### config.mk
export PLATFORM = sky130hd
export DESIGN_NAME = demux1to8_collector_flat
export DESIGN_NICKNAME = d
export VERILOG_FILES = /design/src/rtl/mult_pkg.sv /design/src/rtl/demux1to8_collector_if.sv /design/src/rtl/demux1to8_collector_decoder3to8.sv /design/src/rtl/demux1to8_collector.sv /design/src/flat_wrapper.sv
export SDC_FILE = /design/constraint.sdc
export NUM_CORES = 1
export LEC_CHECK = 0
export ABC_AREA = 1
export CAP_MARGIN = 15
export CORE_MARGIN = 2
export CORE_UTILIZATION = 48
export DETAILED_ROUTE_END_ITERATION = 16
export PLACE_DENSITY = 0.91
export SETUP_SLACK_MARGIN = 0.5
export SLEW_MARGIN = 0
export SYNTH_ARGS = -nofsm -noshare
export SYNTH_HDL_FRONTEND = slang
export SYNTH_SLANG_ARGS = --single-unit
### constraint.sdc
create_clock -name Clk -period 1.9 [get_ports Clk]
set_input_delay 0.285 -clock Clk [delete_from_list [all_inputs] [get_ports Clk]]
set_output_delay 0.285 -clock Clk [all_outputs]
set_load 0.005 [all_outputs]
### src/rtl/mult_pkg.sv
// -----------------------------------------------------------------------------
// mult_pkg
// Definitions shared by the multiplier datapath blocks: lane count, lane-select
// width and the state encoding of the 1-to-8 lane collector.
// -----------------------------------------------------------------------------
package mult_pkg;

    localparam int NLANES = 8;
    localparam int SEL_W  = 3;

    typedef enum logic {
        COLLECT = 1'b0,
        HOLD    = 1'b1
    } collect_state_e;

endpackage : mult_pkg

### src/rtl/demux1to8_collector_if.sv
// -----------------------------------------------------------------------------
// demux1to8_collector_if
// Beat-in / word-out bus of the lane collector.
//   Upstream : InValid, InReady, InSel, InData, InLast
//   Downstream: OutValid, OutReady, OutData, OutMask
//   Status   : OverwriteErr
// master = the surrounding logic (drives the beats and OutReady)
// slave  = the collector itself
// -----------------------------------------------------------------------------
interface demux1to8_collector_if #(
    parameter int WIDTH = 1
);
    import mult_pkg::*;

    logic                      InValid;
    logic                      InReady;
    logic [SEL_W-1:0]          InSel;
    logic [WIDTH-1:0]          InData;
    logic                      InLast;
    logic                      OutValid;
    logic                      OutReady;
    logic [NLANES*WIDTH-1:0]   OutData;
    logic [NLANES-1:0]         OutMask;
    logic                      OverwriteErr;

    modport master (
        output InValid, InSel, InData, InLast, OutReady,
        input  InReady, OutValid, OutData, OutMask, OverwriteErr
    );

    modport slave (
        input  InValid, InSel, InData, InLast, OutReady,
        output InReady, OutValid, OutData, OutMask, OverwriteErr
    );

endinterface : demux1to8_collector_if

### src/rtl/demux1to8_collector_decoder3to8.sv
// -----------------------------------------------------------------------------
// decoder3to8
// Combinational 3-to-8 one-hot decoder with enable: the structural inverse of
// the 8:1 lane select. Drives both the lane write enables and the mask update.
//   en_i     : accept strobe; all outputs low when 0
//   sel_i    : lane index 0..7
//   onehot_o : bit sel_i set when en_i = 1
// -----------------------------------------------------------------------------
module decoder3to8
    import mult_pkg::*;
(
    input  logic              en_i,
    input  logic [SEL_W-1:0]  sel_i,
    output logic [NLANES-1:0] onehot_o
);

    always_comb begin
        onehot_o = '0;
        if (en_i) begin
            onehot_o[sel_i] = 1'b1;
        end
    end

endmodule : decoder3to8

### src/rtl/demux1to8_collector.sv
// -----------------------------------------------------------------------------
// demux1to8_collector
// Gathers addressed lane writes (one beat per cycle) into eight WIDTH-bit lane
// registers and presents the assembled word with a valid/ready handshake once
// every lane is written or the frame is closed early with InLast.
//   Clk   : rising-edge clock
//   Reset : asynchronous, active-high
//   bus   : slave side of demux1to8_collector_if (beats in, word out,
//           OverwriteErr pulse one cycle after a repeated lane write)
// -----------------------------------------------------------------------------
module demux1to8_collector
    import mult_pkg::*;
#(
    parameter int WIDTH = 1
) (
    input  logic                  Clk,
    input  logic                  Reset,
    demux1to8_collector_if.slave  bus
);

    collect_state_e    state_q, state_d;
    logic [WIDTH-1:0]  lane_q [NLANES];
    logic [WIDTH-1:0]  lane_d [NLANES];
    logic [NLANES-1:0] mask_q, mask_d;
    logic              err_q, err_d;

    logic              accept;
    logic [NLANES-1:0] wr_en;

    // InReady depends on registered state only, so OutReady never reaches it
    // combinationally.
    assign accept = bus.InValid && (state_q == COLLECT);

    decoder3to8 u_decoder (
        .en_i     (accept),
        .sel_i    (bus.InSel),
        .onehot_o (wr_en)
    );

    // NOTE: every variable gets its default before the case statement, so no
    // path through the block leaves a value unassigned and no latch is inferred.
    always_comb begin
        state_d = state_q;
        lane_d  = lane_q;
        mask_d  = mask_q;
        err_d   = 1'b0;

        unique case (state_q)
            COLLECT: begin
                for (int k = 0; k < NLANES; k++) begin
                    if (wr_en[k]) begin
                        lane_d[k] = bus.InData;
                    end
                end
                mask_d = mask_q | wr_en;
                err_d  = |(mask_q & wr_en);
                // A beat that both fills the mask and carries InLast is one close.
                if (accept && ((&mask_d) || bus.InLast)) begin
                    state_d = HOLD;
                end
            end
            HOLD: begin
                if (bus.OutReady) begin
                    for (int k = 0; k < NLANES; k++) begin
                        lane_d[k] = '0;
                    end
                    mask_d  = '0;
                    state_d = COLLECT;
                end
            end
        endcase
    end

    // NOTE: state is updated with non-blocking assignments so every register
    // samples the pre-edge values; blocking here would make results depend on
    // statement order.
    // NOTE: the lane registers are reset along with the control state because
    // a discarded partial frame must never leak into the next word.
    always_ff @(posedge Clk or posedge Reset) begin
        if (Reset) begin
            state_q <= COLLECT;
            mask_q  <= '0;
            err_q   <= 1'b0;
            for (int k = 0; k < NLANES; k++) begin
                lane_q[k] <= '0;
            end
        end else begin
            state_q <= state_d;
            mask_q  <= mask_d;
            err_q   <= err_d;
            lane_q  <= lane_d;
        end
    end

    assign bus.InReady      = (state_q == COLLECT);
    assign bus.OutValid     = (state_q == HOLD);
    assign bus.OutMask      = mask_q;
    assign bus.OverwriteErr = err_q;

    // Lane 0 sits at the LSBs; unwritten lanes are still zero from the clear.
    always_comb begin
        bus.OutData = '0;
        for (int k = 0; k < NLANES; k++) begin
            bus.OutData[k*WIDTH +: WIDTH] = lane_q[k];
        end
    end

endmodule : demux1to8_collector

### src/flat_wrapper.sv
// flat-port wrapper written by rule: the top's interface ports become plain ports
module demux1to8_collector_flat import mult_pkg::*;
#(
    parameter int WIDTH = 1
)
  (Clk, Reset, bus_InValid, bus_InSel, bus_InData, bus_InLast, bus_OutReady, bus_InReady, bus_OutValid, bus_OutData, bus_OutMask, bus_OverwriteErr);
  demux1to8_collector_if #(.WIDTH(WIDTH)) bus_i ();
  input  logic Clk;
  input  logic Reset;
  input wire logic [$bits(bus_i.InValid)-1:0] bus_InValid;
  input wire logic [$bits(bus_i.InSel)-1:0] bus_InSel;
  input wire logic [$bits(bus_i.InData)-1:0] bus_InData;
  input wire logic [$bits(bus_i.InLast)-1:0] bus_InLast;
  input wire logic [$bits(bus_i.OutReady)-1:0] bus_OutReady;
  output wire logic [$bits(bus_i.InReady)-1:0] bus_InReady;
  output wire logic [$bits(bus_i.OutValid)-1:0] bus_OutValid;
  output wire logic [$bits(bus_i.OutData)-1:0] bus_OutData;
  output wire logic [$bits(bus_i.OutMask)-1:0] bus_OutMask;
  output wire logic [$bits(bus_i.OverwriteErr)-1:0] bus_OverwriteErr;
  assign bus_i.InValid = bus_InValid;
  assign bus_i.InSel = bus_InSel;
  assign bus_i.InData = bus_InData;
  assign bus_i.InLast = bus_InLast;
  assign bus_i.OutReady = bus_OutReady;
  assign bus_InReady = bus_i.InReady;
  assign bus_OutValid = bus_i.OutValid;
  assign bus_OutData = bus_i.OutData;
  assign bus_OutMask = bus_i.OutMask;
  assign bus_OverwriteErr = bus_i.OverwriteErr;
  demux1to8_collector #(.WIDTH(WIDTH)) u_core (.Clk(Clk), .Reset(Reset), .bus(bus_i));
endmodule
### After elaboration in Yosys (flattened, before gate mapping)

Cells that the tools add are included.

| storage, ports and cells | value |
|---|---|
| memories kept | 0 |
| register bits after elaboration | 18 |
| bits in latches | 0 |
| word-level logic and storage cells | 57 |
| input port bits | 9 |
| RAM bits | 0 |
| memory bits (read-only) | 0 |

| cells by class | value |
|---|---|
| shifts and indexed selects | 0 |
| div/mod/pow operators | 0 |
| add/sub/neg operators | 0 |
| reductions and logical operators | 14 |
| bitwise operators | 3 |
| multiplexer cells | 18 |
| multipliers | 0 |
| equal/unequal tests | 9 |
| magnitude comparators | 2 |

Operators by type and width:

| operator | count |
|---|---|
| $pmux W8 S2 | 2 |
| $mux W8 | 2 |
| $ne A2 B1 Y1 const B | 8 |
| $reduce_and A2 Y1 | 8 |
| $mux W1 | 12 |
| $and A8 B8 Y8 | 1 |
| $or A8 B8 Y8 | 1 |
| $reduce_and A8 Y1 | 1 |
| $reduce_or A8 Y1 | 1 |
| $lt A3 B4 Y1 const B | 1 |
| $demux W1 S3 | 1 |
| $ge A3 B1 Y1 const B | 1 |
| $logic_and A1 B1 Y1 | 3 |
| $ne A2 B2 Y1 const B | 1 |
| $pmux W1 S2 | 1 |
| $logic_or A1 B1 Y1 | 1 |
| $not A1 Y1 | 1 |

### Longest topological paths before layout

Gate-level depths: netlist of run 1.

| depth | value |
|---|---|
| depth after elaboration | 11 |
| depth in mapped cells | 11 |
| depth with buffers taken out | 11 |

### Modules after synthesis

From an unflattened synthesis of run 1, not the netlist that was laid out.

| unflattened totals | value |
|---|---|
| cell total of the unflattened synthesis | 128 |
| area total of the unflattened synthesis | 899.6 um^2 |

By module, submodules not included:

| module | sequential area each (um^2) | cells an instance | instances | area an instance (um^2) |
|---|---|---|---|---|
| demux1to8_collector | 450.4 | 111 | 1 | 835.8 |
| decoder3to8 | 0.0 | 17 | 1 | 63.8 |

### Least setup slack after synthesis of run 1

No wires, ideal clock.

| path | value |
|---|---|
| kind | reg-to-reg |
| start point | register u_core.state_q, in the netlist u_core.bus.OutValid |
| end point | register u_core.lane_q, in the netlist u_core.bus.OutData[7] |
| arrival time | 1.113 ns |
| cell stages (with the launch flop) | 7 |
| clock period less this slack | 1.232 ns |
| required time | 1.781 ns |
| path slack | 0.668 ns |
| setup time | 0.119 ns |
| path through | dfrtp_1 -> inv_2 -> nand3_1 -> inv_1 -> nand3_1 -> a31oi_1 -> inv_1 |

| on the way | value |
|---|---|
| longest elaborated chain between the ends | 5 |
| elaborated cells on any way between the ends | 7 |
| those cells by class | eq/ne (2); mux (2); bitwise (1); reduce/logical (2) |

RTL lines:

| item | RTL line | source |
|---|---|---|
| start, declared | demux1to8_collector.sv:21 | `collect_state_e state_q, state_d;` |
| start signal, assigned | demux1to8_collector.sv:88 | `state_q <= state_d;` |
| $not A1 Y1 * | -- |  |
| net bus_InReady | flat_wrapper.sv:15 | `output wire logic [$bits(bus_i.InReady)-1:0] bus_InReady;` |
| $logic_and A1 B1 Y1 | demux1to8_collector.sv:32 | `assign accept = bus.InValid && (state_q == COLLECT);` |
| $mux W8 | demux1to8_collector_decoder3to8.sv:19 | `if (en_i) begin` |
| $ne A2 B1 Y1 (no line) | -- |  |
| $reduce_and A2 Y1 (no line) | -- |  |
| end signal, assigned | demux1to8_collector.sv:91 | `lane_q <= lane_d;` |
| end, declared | demux1to8_collector.sv:22 | `logic [WIDTH-1:0] lane_q [NLANES];` |

Mark *: on every way through the listed nets, which the timed path passes. The rest lies on a longest branch.
A chain may end at the register's enable or synchronous reset.

### Worst setup path in the final report of run 1

| path | value |
|---|---|
| start point | register u_core.state_q, in the netlist u_core.bus.OutValid |
| end point | register u_core.state_q, in the netlist u_core.bus.OutValid |

| on the way | value |
|---|---|
| longest elaborated chain between the ends | 9 |

RTL lines:

| item | RTL line | source |
|---|---|---|
| $not A1 Y1 | demux1to8_collector.sv:32, demux1to8_collector.sv:48 |  |
| $logic_and A1 B1 Y1 | demux1to8_collector.sv:32 |  |
| $mux W8 | demux1to8_collector_decoder3to8.sv:19 |  |
| $or A8 B8 Y8 | demux1to8_collector.sv:55 | `mask_d = mask_q \| wr_en;` |
| $reduce_and A8 Y1 | demux1to8_collector.sv:58 | `if (accept && ((&mask_d) \|\| bus.InLast)) begin` |
| $logic_or A1 B1 Y1 | demux1to8_collector.sv:58 |  |
| $logic_and A1 B1 Y1 | demux1to8_collector.sv:58 |  |
| $mux W1 | demux1to8_collector.sv:58 |  |
| $pmux W1 S2 * | demux1to8_collector.sv:48 | `unique case (state_q)` |
| net u_core.state_d | demux1to8_collector.sv:21 |  |

Marked as above.

==> results by group, run 1 <==
Setup path
  – Worst path cell trace: buf_6 -> nor2_4 -> nand3_2 -> nand2_2 -> nand2_1 -> nor2_2 -> nand2_1 -> nand2_1 -> nand2_1 -> nand2_1
  – Most used cell, CP: nand2_1
  – Slowest cell on crit path: dfrtp_2
  – Crit path kind: flip-flop to flip-flop
  – Crit path buf inv count: 1
  – Reg2reg setup slack: 0.39 ns
  – Worst path required time: 2.13 ns
  – Crit path arrival time: 1.74 ns
  – Worst Setup EP: u_core.bus.OutValid
  – Crit path max fanout: 5
  – Slowest Stage Delay on Critical Path: 0.45 ns
  – FF-to-FF Start: u_core.bus.OutValid
  – Reg2reg end: u_core.bus.OutValid
  – Worst R2R Path Depth: 10
  – Cell family with the largest share of critical-path delay: simple AND/OR/NAND/NOR gates
  – Crit path from: u_core.bus.OutValid
  – CP startpoint kind: flip-flop
  – Stages on worst setup path: 10
  – Endpoint class of the critical path: flip-flop

Routing
  – Routed vias/inst: 5.51
  – DRT Pass-1 Iters: 4
  – Routed WL per cell: 15.4 um
  – Via count: 1025
  – Post-route DRC: 0
  – DRT iter0 DRCs: 57
  – Final ANT Viol Nets: 0
  – Total Wirelength: 2860 um

Floorplan
  – Starting density of the core: 51.4%
  – Die area: 0.00223 sq mm
  – Core area: 0.00175 sq mm
  – Die height: 47.2 um
  – # IOs: 28
  – Row cnt: 15
  – Die Width: 47.2 um

Clock network
  – Worst-path clk slew: 0.11 ns
  – Num CTS Buffers: 3
  – Hold-fix buffers, CTS: 0
  – Clock insertion delay at the later pin of the skew report: 0.29 ns
  – CTS sink count: 18
  – H-tree depth: 1
  – CTS tree: done
  – Clk root buf: clkbuf_4
  – CTS Buffer Depth: 2

Timing
  – Tightest Pin Transition: 0.669 ns
  – Final Hold Viols: 0
  – Final worst path period need: 1.51 ns
  – Setup TNS: 0 ns
  – Final setup fails: 0
  – Max-slew headroom: 55.3%
  – Fmax: 664 MHz
  – Clock skew: 0.00873 ns
  – Slew Limit Fails: 0
  – Tcrit/Tclk final: 79.3%
  – RSZ-0062 raised after global routing: true

Pwr
  – Power Dens Cells: 804 mW/mm^2
  – Peak supply drop: 697 uV
  – Pleak: 0.752 nW

Synthesis
  – Yosys top cell area share: 50.2%
  – Synth area leader: dfrtp_1
  – Syn Area/Cell: 7.60 sq um
  – Synth Net Count: 127
  – Yosys cell types: 16
  – Synth area leaders: dfrtp_1 (50%), nand2_1 (11%), inv_1 (9.6%)
  – Post-Syn Area: 897 sq um
  – Syn Inst Count: 118
  – Synth warn: 0
  – Register area share after synthesis: 50.2%
  – Post-synthesis register bit count: 18

Cells and area
  – Layout cells sized above 1: 24.8%
  – Multi-input combinational cell area: 419 sq um
  – NumNets Final: 171
  – Ant. Diodes: 0
  – Number of fillers in the final layout: 115
  – Final Core Density: 78.9%
  – Post-Layout Cell Count: 186
  – Layout Area Growth over Synthesis: 53.6%
  – Register area: 452 sq um

Placement
  – Placed cell count: 170
  – IO Port Bufs: 27
  – Placer Congestion: 0.879
  – HPWL Detailed: 1670 um

GRT
  – Vias in the first global route: 935
  – Initial antenna violation count: 0
  – GRT Overall Usage: 24.6%
  – Pin count of the biggest net entering global routing: 19
  – Global-route wire length before repair: 3820 um
  – GRT overflow: 0

Run status
  – Status: complete, no violations

Job
  – MaxCap Viol Count: 0

Worst hold path
  – Hold Crit Class: input pin to asynchronous set/reset pin
[kinds of logic (layout without fill, tap and decap cells)]
group	Yosys count	count (layout)	synth area share, %
flip-flops	18	18	50.2
buffers and inverters	25	68	10.5
AO/OA/AOI/OAI	26	26	15.9
AND/OR/NAND/NOR	49	49	23.4
[area by class of cell]
type / instances / share of cell area, %
Multi-Input combinational cell: 75 / 30.4
Tap cell: 25 / 2.27
Timing Repair Buffer: 40 / 25.2
Sequential cell: 18 / 32.8
Clock buffer: 4 / 2.63
Inverter: 24 / 6.72
[report_power, final]
group          internal, W  switching [W]
Clock             0.000117       0.000114
Sequential        0.000452      0.0000358
Combinational     0.000183       0.000206
[registers in the layout, summed over array words and instances (netlist names)]
register and cells:
u_core.bus.OutData 8, u_core.bus.OutMask 8, u_core.bus.OutValid 1, u_core.bus.OverwriteErr 1
[cell usage after synthesis, drive strengths merged]
cell type  instances
nand2             26
inv               24
dfrtp             18
nor2              11
a21oi             10
nand3              9
o21ai              9
a31oi              4
o22ai              3
nor3               2
clkbuf             1
or2                1
[placed cells by master (no fill, tap or decap), drive strengths merged, types with 9 or more instances in the layout]
| cell | n |
|---|---|
| a21oi | 10 |
| buf | 13 |
| dfrtp | 18 |
| dlygate4sd2 | 23 |
| inv | 24 |
| nand2 | 26 |
| nand3 | 9 |
| nor2 | 11 |
| o21ai | 9 |
[layer usage]
metal  up-vias  global-route usage [%]  part of all wire [%]
met5         -                       0                     0
met4         0                    13.3                   6.0
met3        22                    4.62                   8.2
met2        72                    42.4                    48
met1       464                    28.4                    37
li1        467                       -                     -
[worst min-delay path by stage]
stage                                      from               endpoint  cells past startpoint
after floorplan                           Reset  u_core.bus.OutData[0]                      1
after global placement    u_core.bus.OutData[5]  u_core.bus.OutData[5]                      2
after detailed placement  u_core.bus.OutData[7]  u_core.bus.OutData[7]                      2
after CTS                                 Reset  u_core.bus.OutMask[4]                      2
after global routing                      Reset  u_core.bus.OutMask[0]                      2
final                                     Reset  u_core.bus.OutMask[4]                      2
[per-stage QoR]
stage	power, W	hold WS, ns	area (sq um)	setup WS (ns)
floorplan	0.000640	0.224	897	0.668
global placement	0.000831	0.467	1200	0.162
detailed placement	0.000844	0.477	1200	0.149
CTS	0.00106	0.412	1310	0.511
global route	0.00117	0.457	1380	0.341
finish	0.00111	0.389	1380	0.393
[timing repair]
action / in CTS / in global routing
resized for setup: 32 / 14
pin swaps: 2 / 10
endpoints found under the setup margin: 22 / 5
hold endpoints to repair: 0 / 0
buffers inserted: 9 / 3
No activity file was read; power rests on OpenSTA's default activity.
==> inputs of run 2 (changes only) <==
- CORE_UTILIZATION: 48 -> 45
- PLACE_DENSITY: 0.91 -> 0.87
- clock period: 1.9 -> 1.5 ns (I/O delays scaled with it)
==> run 2 against run 1 <==
Effect of this change:
- the flow now finishes with violations (negative setup slack)
- clock skew up 0.0023 ns
- via count up 14%
- global-route usage up 2.4 points
- cell count up 15%
- non-clock buffer count up 25
- combinational power up 76%
- first-iteration DRC count down 70%
- critical endpoint unchanged
- setup slack worse by 0.47 ns
- die area up 6.1%
==> results by group, run 2 (same netlist as run 1, synthesis figures left out) <==
Run status
  – Status: complete, but fails checks
  – Violated checks: negative setup slack

Routing
  – Routed vias/inst: 5.46
  – Via count: 1164
  – Post-route DRC: 0
  – DRT iter0 DRCs: 17
  – DRT Pass-1 Iters: 4
  – Final ANT Viol Nets: 0
  – Routed WL per cell: 17.2 um
  – Total Wirelength: 3660 um

GRT
  – Met3 usage: 4.01%
  – Global-route wire length before repair: 4880 um
  – GRT overflow: 0
  – Vias in the first global route: 1082
  – Met2 Use GR: 47.0%
  – Initial antenna violation count: 0
  – Gr busiest metal: met2
  – GRT Overall Usage: 27.0%
  – Pin count of the biggest net entering global routing: 19
  – Met1 usage: 33.0%

Floorplan
  – Core area: 0.00192 sq mm
  – Starting density of the core: 46.7%
  – Die area: 0.00237 sq mm
  – Die Width: 48.7 um
  – # IOs: 28
  – Die height: 48.7 um
  – Row cnt: 16

Timing
  – Final setup fails: 3
  – Final Hold Viols: 0
  – Max-slew headroom: 74.7%
  – RSZ-0062 raised after global routing: true
  – Tcrit/Tclk final: 105%
  – Slew Limit Fails: 0
  – Tightest Pin Transition: 0.379 ns
  – Clock skew: 0.0110 ns
  – Fmax: 636 MHz
  – Final worst slack: -0.0723 ns
  – Setup TNS: -0.106 ns
  – Final worst path period need: 1.57 ns

Cells and area
  – NumNets Final: 196
  – Ant. Diodes: 0
  – Layout Area Growth over Synthesis: 86.2%
  – Layout cells sized above 1: 53.2%
  – Number of fillers in the final layout: 94
  – Design area: 0.00167 sq mm
  – Most frequent cells in the layout: buf_4 (26), inv_1 (20), nand2_1 (18)
  – Commonest non-fill, non-tap cell in the layout: buf_4

Clock network
  – CTS sink count: 18
  – H-tree depth: 1
  – Num CTS Buffers: 3
  – Worst-path clk slew: 0.12 ns
  – Clock insertion delay at the later pin of the skew report: 0.31 ns
  – CTS tree: done
  – CTS Buffer Depth: 2
  – Clk root buf: clkbuf_4

Placement
  – Placer Congestion: 0.856
  – HPWL Detailed: 1740 um
  – Worst slack, placed: -0.207 ns
  – IO Port Bufs: 27
  – Placed cell areas: 0.00135 sq mm

Setup path
  – Crit path max fanout: 5
  – CP startpoint kind: flip-flop
  – Crit path arrival time: 1.83 ns
  – Crit path from: u_core.bus.OutValid
  – FF-to-FF Start: u_core.bus.OutValid
  – Worst path required time: 1.75 ns
  – Endpoint class of the critical path: flip-flop
  – Crit path kind: flip-flop to flip-flop

Pwr
  – Pleak: 0.879 nW
  – Peak supply drop: 716 uV
  – Power Dens Cells: 975 mW/mm^2

Worst hold path
  – Hold Crit Class: input pin to asynchronous set/reset pin

Job
  – MaxCap Viol Count: 0
run 2: changes by cell type in the layout (fill, tap and decap cells not counted), moves of 4 or more:
| cell | previous run | this run |
|---|---|---|
| nor2_2 | 5 | 1 |
| buf_6 | 2 | 13 |
| a21oi_1 | 10 | 1 |
| dlygate4sd2_1 | 23 | 1 |
| a21oi_2 | 0 | 7 |
| buf_4 | 11 | 26 |
| buf_2 | 0 | 17 |
run 2: per-layer routing:
metal | share of wire (%) | vias to the layer above
met4 | 5.7 | 0
met1 | 37 | 558
met2 | 51 | 71
li1 | - | 515
met5 | 0 | -
met3 | 6.4 | 20
run 2: final timing paths:
check	cells after the start	endpoint	slack, ns
max reg2reg	10	u_core.bus.OutValid	-0.07
max in group asynchronous	3	u_core.bus.OutValid	1.07
max	10	u_core.bus.OutValid	-0.07
min	3	u_core.bus.OutMask[0]	0.22
min reg2reg	2	u_core.bus.OutData[7]	0.51
min in group Clk	2	u_core.bus.OutData[7]	0.51
run 2: worst max-delay path, stage by stage (launching register included):
cell     delay, ns
dfrtp_2       0.46
buf_6         0.14
nor2_4        0.15
nand3_2       0.16
nand2_1       0.12
nand2_1       0.08
nor2_1        0.13
nand2_1       0.06
nand2_1       0.06
nand2_1       0.06
nand2_1       0.08
run 2: repair_timing:
action	in CTS	in global routing
hold buffers	0	0
endpoints found under the setup margin	37	37
resized for setup	96	33
setup buffers	18	4
pin swaps	7	7
run 2: per-stage QoR:
stage	power, W	instances	utilization [%]	hold WS (ns)
2_1_floorplan	0.000826	118	-	0.164
3_3_place_gp	0.00111	187	70.4	0.460
3_5_place_dp	0.00113	187	70.4	0.465
4_1_cts	0.00148	209	79.5	0.246
5_1_grt	0.00170	213	86.9	0.258
6_report	0.00163	213	86.9	0.224
run 2: final cells by class:
cell class	count	area [sq um]	share of cell area [%]
timing repair buffer	65	513	30.7
clock buffer	4	36.3	2.17
tap	27	33.8	2.02
sequential	18	452	27.0
multi-input combinational	75	533	31.9
inverter	24	103	6.14
run 2: where the power goes:
group / switching (W) / internal [W] / total, W / leakage (nW)
Clock: 0.000169 / 0.000148 / 0.000318 / 0.0210
Combinational: 0.000349 / 0.000338 / 0.000687 / 0.623
Sequential: 0.0000524 / 0.000572 / 0.000625 / 0.235
Total: 0.000571 / 0.00106 / 0.00163 / 0.879
